--- config.mk ---
export PLATFORM = sky130hd
export DESIGN_NAME = ram_image_loader
export DESIGN_NICKNAME = d
export VERILOG_FILES = /design/src/rtl/ram_image_loader.sv
export SDC_FILE = /design/constraint.sdc
export NUM_CORES = 1
export LEC_CHECK = 0
export BUFFER_PORTS_ARGS = -buffer_cell sky130_fd_sc_hd__buf_2
export CAP_MARGIN = 10
export CORE_UTILIZATION = 55
export DETAILED_ROUTE_END_ITERATION = 8
export PLACE_DENSITY = 0.77
export SLEW_MARGIN = 20
export SYNTH_ARGS = -nofsm -noshare
export SYNTH_HDL_FRONTEND = slang
export SYNTH_SLANG_ARGS = --single-unit
--- constraint.sdc ---
create_clock -name clk -period 16.9 [get_ports clk]
set_input_delay 4.225 -clock clk [delete_from_list [all_inputs] [get_ports clk]]
set_output_delay 4.225 -clock clk [all_outputs]
set_load 0.005 [all_outputs]
--- src/rtl/ram_image_loader.sv ---
// rtl/ram_image_loader.sv - RAM.DAT-style text image parser issuing one mem write per "@addr data" record
// Accepts one ASCII character per transfer; DONE and ERR hold until reset.
module ram_image_loader #(
  parameter int ADDR_DIGITS = 8,
  parameter int DATA_DIGITS = 8,
  parameter bit CHECK_ALIGN = 1'b1
) (
  input  logic        clk,
  input  logic        reset,
  input  logic [7:0]  ch,
  input  logic        ch_valid,
  output logic        ch_ready,
  input  logic        eof,
  output logic [31:0] address,
  output logic [31:0] memIn,
  output logic        read,
  output logic        write,
  output logic [15:0] words,
  output logic        done,
  output logic        error
);

  typedef enum logic [3:0] {
    SEEK, ADDR, SEP, DATA, WRITE, SLASH1, COMMENT, DONE, ERR
  } state_t;

  state_t      state, state_n;
  state_t      ret, ret_n;
  logic [31:0] addr_f, addr_f_n;
  logic [31:0] data_f, data_f_n;
  logic [3:0]  addr_cnt, addr_cnt_n;
  logic [3:0]  data_cnt, data_cnt_n;

  logic        take, idle_eof;
  logic        is_hex, is_ws, is_at, is_slash, is_lf;
  logic [3:0]  nib;

  assign read = 1'b0;

  // Character classification
  always_comb begin
    is_hex   = 1'b0;
    nib      = 4'd0;
    if (ch >= 8'h30 && ch <= 8'h39) begin
      is_hex = 1'b1;
      nib    = 4'(ch - 8'h30);
    end else if (ch >= 8'h61 && ch <= 8'h66) begin
      is_hex = 1'b1;
      nib    = 4'(ch - 8'h57);
    end else if (ch >= 8'h41 && ch <= 8'h46) begin
      is_hex = 1'b1;
      nib    = 4'(ch - 8'h37);
    end
    is_lf    = (ch == 8'h0a);
    is_ws    = (ch == 8'h20) || (ch == 8'h09) || (ch == 8'h0d) || is_lf;
    is_at    = (ch == 8'h40);
    is_slash = (ch == 8'h2f);
  end

  assign take     = ch_valid && ch_ready;
  assign idle_eof = !ch_valid && eof;

  always_comb begin
    state_n    = state;
    ret_n      = ret;
    addr_f_n   = addr_f;
    data_f_n   = data_f;
    addr_cnt_n = addr_cnt;
    data_cnt_n = data_cnt;
    case (state)
      SEEK: begin
        if (take) begin
          if (is_ws) state_n = SEEK;
          else if (is_at) begin
            state_n    = ADDR;
            addr_f_n   = 32'd0;
            addr_cnt_n = 4'd0;
          end else if (is_slash) state_n = SLASH1;
          else state_n = ERR;
        end else if (idle_eof) state_n = DONE;
      end
      ADDR: begin
        if (take) begin
          if (is_hex) begin
            if (addr_cnt == 4'(ADDR_DIGITS)) state_n = ERR;
            else begin
              addr_f_n   = {addr_f[27:0], nib};
              addr_cnt_n = addr_cnt + 4'd1;
            end
          end else if (is_ws && addr_cnt != 4'd0) begin
            if (CHECK_ALIGN && addr_f[1:0] != 2'b00) state_n = ERR;
            else state_n = SEP;
          end else state_n = ERR;
        end else if (idle_eof) state_n = ERR;
      end
      SEP: begin
        if (take) begin
          if (is_ws) state_n = SEP;
          else if (is_hex) begin
            state_n    = DATA;
            data_f_n   = {28'd0, nib};
            data_cnt_n = 4'd1;
          end else state_n = ERR;
        end else if (idle_eof) state_n = ERR;
      end
      DATA: begin
        if (take) begin
          if (is_hex) begin
            if (data_cnt == 4'(DATA_DIGITS)) state_n = ERR;
            else begin
              data_f_n   = {data_f[27:0], nib};
              data_cnt_n = data_cnt + 4'd1;
            end
          end else if (is_ws) begin
            state_n = WRITE;
            ret_n   = SEEK;
          end else if (is_slash) begin
            state_n = WRITE;
            ret_n   = SLASH1;
          end else state_n = ERR;
        end else if (idle_eof && data_cnt != 4'd0) begin
          state_n = WRITE;
          ret_n   = DONE;
        end else if (idle_eof) state_n = ERR;
      end
      WRITE: state_n = ret;
      SLASH1: begin
        if (take) state_n = is_slash ? COMMENT : ERR;
        else if (idle_eof) state_n = ERR;
      end
      COMMENT: begin
        if (take) begin
          if (is_lf) state_n = SEEK;
        end else if (idle_eof) state_n = DONE;
      end
      DONE:    state_n = DONE;
      ERR:     state_n = ERR;
      default: state_n = ERR;
    endcase
  end

  always_ff @(posedge clk or posedge reset) begin
    if (reset) begin
      state    <= SEEK;
      ret      <= SEEK;
      addr_f   <= 32'd0;
      data_f   <= 32'd0;
      addr_cnt <= 4'd0;
      data_cnt <= 4'd0;
      address  <= 32'd0;
      memIn    <= 32'd0;
      write    <= 1'b0;
      words    <= 16'd0;
      done     <= 1'b0;
      error    <= 1'b0;
      ch_ready <= 1'b1;
    end else begin
      state    <= state_n;
      ret      <= ret_n;
      addr_f   <= addr_f_n;
      data_f   <= data_f_n;
      addr_cnt <= addr_cnt_n;
      data_cnt <= data_cnt_n;
      write    <= (state_n == WRITE);
      done     <= (state_n == DONE);
      error    <= (state_n == ERR);
      ch_ready <= !(state_n == WRITE || state_n == DONE || state_n == ERR);
      // Outputs are loaded on entry to WRITE and then held for mem to see
      if (state_n == WRITE && state != WRITE) begin
        address <= addr_f_n;
        memIn   <= data_f_n;
        if (words != 16'hFFFF) words <= words + 16'd1;
      end
    end
  end

endmodule
**After elaboration in Yosys (flattened, before gate mapping)**

Index checks and enable logic that the tools add are counted.

- Flip-flop bits (word level): 164
- Latch bits: 0
- Memory bits (writable): 0
- ROM bits: 0
- Input bits: 12
- Output and inout port bits: 85
- Word-level logic and storage cells: 149
- Memories kept: 0

- Add/sub/neg operators: 6
- Multiply operators: 0
- Divide/modulo/power cells: 0
- $lt $le $gt $ge: 6
- Equality and inequality tests: 34
- Shift-type cells: 0
- Muxes and demuxes: 64
- Bitwise gates (word level): 0
- Reduce and logical (&&, ||, !) cells: 26

Operators with widths:

| operator | number |
|---|---|
| $mux 32 | 12 |
| $mux 4 | 44 |
| $pmux 32 s2 | 2 |
| $pmux 4 s8 | 1 |
| $ne 2x2->1 const B | 13 |
| $eq 4x3->1 const B | 6 |
| $eq 8x4->1 const B | 3 |
| $add 16x1->16 const B | 1 |
| $eq 8x6->1 const B | 2 |
| $ge 8x7->1 const B | 2 |
| $le 8x7->1 const B | 2 |
| $ne 16x16->1 const B | 1 |
| $pmux 4 s2 | 2 |
| $reduce_and 7->1 | 2 |
| $eq 4x4->1 const B | 3 |
| $add 4x1->4 const B | 2 |
| $eq 4x2->1 const B | 2 |
| $eq 8x7->1 const B | 1 |
| $ge 8x6->1 const B | 1 |
| $le 8x6->1 const B | 1 |
| $logic_and 1x1->1 | 8 |
| $reduce_bool 2->1 | 4 |
| $reduce_bool 4->1 | 2 |
| $sub 4x3->4 const B | 2 |
| 10 further kinds | 17 |

**Logic depth before layout (Yosys ltp)**

- Depth in word-level cells: 13
- Mapped depth: 10

**Least setup slack after synthesis**

No wires, ideal clock.

- Kind: in2reg
- From: input port ch[7]
- To: register memIn[10]
- Library setup time: 0.125 ns
- Arrival time: 6.388 ns
- Setup slack: 10.388 ns
- Stages on the path: 7
- Cells stage by stage: or4b_1 > o31a_1 > or4_1 > clkbuf_1 > buf_2 > a22o_1 > mux2_2

- Elaborated cells on any way between the ends: 49
- Classes of those cells: 6 x order compare; 7 x eq/ne; 28 x mux; 8 x reduce/logical

RTL lines:

| what | line | text |
|---|---|---|
| from (decl) | 10 | `input logic [7:0] ch,` |
| $ge 8x7->1 or $le 8x7->1 (tied branches) | 50 | `end else if (ch >= 8'h41 && ch <= 8'h46) begin` |
| $logic_and 1x1->1 | 50 |  |
| $mux 1 | 50 |  |
| $mux 1 | 47 | `end else if (ch >= 8'h61 && ch <= 8'h66) begin` |
| $mux 1 | 44 | `if (ch >= 8'h30 && ch <= 8'h39) begin` |
| $mux 32 | 99 | `else if (is_hex) begin` |
| $mux 32 | 98 | `if (is_ws) state_n = SEP;` |
| $mux 32 | 97 | `if (take) begin` |
| $pmux 32 s2 * | 70 | `case (state)` |
| net data_f_n[10] | 30 | `logic [31:0] data_f, data_f_n;` |
| to (signal assigned) | 171 | `memIn <= data_f_n;` |
| to (decl) | 15 | `output logic [31:0] memIn,` |

The timed path passes the listed nets; every way through them passes the cells marked *.
A chain may end at the register's enable or synchronous reset.

**Final worst setup path**

- From: input port ch[0]
- To: register memIn[0]

- Elaborated cells on any way between the ends: 56
- Classes of those cells: 3 x add/sub; 6 x order compare; 7 x eq/ne; 32 x mux; 8 x reduce/logical

RTL lines:

| what | line |
|---|---|
| $ge 8x7->1 or $le 8x7->1 (tied branches) | 50 |
| $logic_and 1x1->1 | 50 |
| $mux 4 or $mux 1 (tied branches) | 50 |
| $mux 4 or $mux 1 (tied branches) | 47 |
| $mux 4 or $mux 1 (tied branches) | 44 |
| $mux 32, on equally long branches | 109, 99 |
| $mux 32, on equally long branches | 108, 98 |
| $mux 32, on equally long branches | 107, 97 |
| $pmux 32 s2 * | 70 |
| net data_f_n[0] | 30 |

Marks and branches as above.

==> impl_metrics.json <==
{
  "ir_drop_mv": 0.0588,
  "multiInputGateArea_mm2": 0.00273,
  "maxCapViolCount": 0,
  "min_path_type": "reg2reg",
  "rows": 40,
  "highest_layer": "met4",
  "drc": 0,
  "clk_pin_slew_ns": 0.06,
  "finalPower_mw": 0.852,
  "final-setup-viol-count": 0,
  "met2_wirelength_um": 7320,
  "final.setup_skew_ns": 0.0109,
  "power.density_mw_per_mm2": 105,
  "ys_ff_latch": 162,
  "cellLeakagePower_nw": 4.15,
  "slew_headroom_pct": 38.1,
  "wl_met1_um": 7030,
  "fin_nets": 766,
  "async_flop_share_pct": 100,
  "max_stage_delay_ns": 0.78,
  "grt_pass1_wl_um": 25100,
  "min_from": "addr_f[31]",
  "post_cts_resized": 0,
  "final_common_cell": "dfrtp_1",
  "rsz0062_at_grt": "no",
  "worstMarginPinSlew_ns": 0.925,
  "dp.cells": 894,
  "grt_pass1_vias": 4994,
  "setup-tns-final_ns": 0,
  "path_common_cell": "mux2_2",
  "seq_area_mm2": 0.00406,
  "synth_edf_count": 0,
  "finalHoldViolCount": 0,
  "synth_area_mm2": 0.00696,
  "die-area_mm2": 0.0131,
  "yosysUniqueCellTypes": 61,
  "fin_crit_sh_pct": 40.4,
  "overflow": 0,
  "fp.dieW_um": 114,
  "worstHoldEndpoint": "addr_f[31]",
  "cts_tree": "built",
  "place.gp.congestion": 0.850,
  "min_path_cells": 2,
  "grt_start_max_net_pins": 116,
  "n_antenna_cell": 0,
  "hold_buffers": 0,
  "drtAntennaViolNets": 0,
  "path_cells": "buf_2, inv_1, ha_1, o21ba_2, o32ai_1, or4_1, mux2_2, mux2_2",
  "core_area_mm2": 0.0122,
  "worstReg2RegStart": "state[2]",
  "initial_core_util_pct": 57.2,
  "portBuffers": 95,
  "cts-root-buf": "clkbuf_16",
  "outcome": "finished, final reports clean",
  "drtPass1Iterations": 5,
  "cp_top_family": "compound AO/OA/AOI/OAI gates",
  "synth_cells": 660,
  "wl_met3_um": 715,
  "avgSynthCellArea_um2": 10.5,
  "start_kind": "input port",
  "cp-end-kind": "flip-flop",
  "r2r_cells": 7,
  "routed_via_density": 5.65,
  "layoutNonFillerInstCount": 925,
  "cts.sinks": 162,
  "yosysWarnings": 0,
  "arrival_ns": 7.15,
  "ff2ff_setup_slack_ns": 13.53,
  "clock_latency_ns": 0.43,
  "drt_iter0_markers": 369,
  "crit_required_ns": 17.22,
  "synth-main-ff-cell": "dfrtp_1",
  "place_hpwl_um": 10300,
  "cts_max_level": 4,
  "die_h_um": 114,
  "yosysSeqAreaShare_pct": 58.3,
  "critPathMaxFanout": 23,
  "cts-buffers-inserted": 17,
  "fmax_mhz": 146,
  "drive_gt1_share_pct": 22.1,
  "slew_viol_final": 0,
  "crit_path_top_delay_cell": "or4_1",
  "wl_per_cell_um": 16.6,
  "vias": 5224,
  "grt_antenna_before_repair": 0,
  "postCtsSetupBuffers": 0,
  "worst-path-buf-inv": 2,
  "r2r_end": "words[12]",
  "crit_type": "in2reg",
  "grtUsageTotal_pct": 25.1,
  "clockBufferDepth": 2,
  "fill_cells": 945,
  "synth_nets": 681,
  "areaGrowthSynthToFinish_pct": 17.1,
  "layout_common_cells": "dfrtp_1 (161), nand2_1 (108), buf_2 (95)",
  "pin_count": 97,
  "final_util_pct": 67.0,
  "finalWirelength_um": 15300,
  "fin_crit_ns": 6.83
}
[Yosys cell counts, drive strengths merged, types with 3 or more instances]
| cell type | count | share of area (%) |
|---|---|---|
| xor2 | 3 | 0.38 |
| a22o | 18 | 2.3 |
| xnor2 | 14 | 1.8 |
| nand3 | 15 | 1.1 |
| o21ai | 16 | 1.2 |
| nand2 | 108 | 5.8 |
| nor2b | 7 | 0.63 |
| nor4b | 6 | 0.76 |
| a21oi | 56 | 4.0 |
| buf | 16 | 1.2 |
| nor3b | 3 | 0.32 |
| mux2i | 18 | 2.6 |
| ha | 9 | 1.6 |
| mux2 | 24 | 3.9 |
| o211ai | 4 | 0.43 |
| and4 | 3 | 0.38 |
| dfrtp | 161 | 58 |
| nand4 | 7 | 0.63 |
| inv | 12 | 0.65 |
| clkbuf | 18 | 0.97 |
| nor2 | 80 | 4.3 |
| a211o | 3 | 0.38 |
| or3 | 5 | 0.45 |
| nor3 | 3 | 0.22 |
| and3 | 10 | 0.90 |
[worst min-delay path, delay by kind of cell (launching register included)]
kind / cells / cell delay [ns]
and+or+nand+nor: 2 / 0.12
DFF: 1 / 0.32
[report_power, final]
part | internal (mW) | switching, mW | total, mW
clock network | 0.225 | 0.153 | 0.378
logic | 0.0240 | 0.0362 | 0.0603
registers | 0.402 | 0.0116 | 0.414
total | 0.651 | 0.201 | 0.852
[sequential cells by signal, summed over array words and instances (netlist names)]
register,flops
addr_f,32
state,4
words,16
address,32
write,1
data_f,32
error,1
ret,2
data_cnt,4
ch_ready,1
addr_cnt,4
memIn,32
done,1
[per-layer routing]
layer	global-route usage, %	up-vias
li1	-	2466
met3	4.92	25
met2	39.5	143
met5	0	-
met4	9.18	0
met1	35.0	2590
[cell type report]
class                           count  share of cell area (%)
Tap cell                          168                    2.58
Clock inverter                     11                    1.60
Multi-Input combinational cell    452                    33.5
Timing Repair Buffer              100                    6.34
Sequential cell                   162                    49.8
Clock buffer                       20                    5.60
Inverter                           12                   0.614
[worst max path at each step]
stage | start | to | slack [ns] | cells after the start
floorplan | reset | addr_cnt[0] | 8.30 | 1
detailed placement | ch[0] | memIn[0] | 9.63 | 8
global route | ch[0] | memIn[0] | 9.84 | 8
finish | ch[0] | memIn[0] | 10.07 | 8
global placement | ch[0] | memIn[0] | 9.75 | 8
CTS | ch[0] | memIn[0] | 10.07 | 8
[through the flow]
step / hold WS [ns] / setup slack [ns] / cell area [µm²]
after floorplan: 0.432 / 8.30 / 6960
after global placement: 0.445 / 9.75 / 7560
after detailed placement: 0.460 / 9.63 / 7560
after CTS: 0.475 / 10.07 / 8150
after global routing: 0.498 / 9.84 / 8150
final: 0.473 / 10.07 / 8150
[cells by family after synthesis]
kind of cell             after synthesis  synth area share [%]
AO/OA/AOI/OAI                        120                  11.3
XOR/XNOR                              17                  2.14
buffers and inverters                 46                  2.77
adder cells (fa/ha/maj)                9                  1.62
AND/OR/NAND/NOR                      263                  17.3
multiplexers                          42                  6.47
other                                  1                0.0539
flip-flops                           162                  58.3
Power figures use the tool's default switching activity.
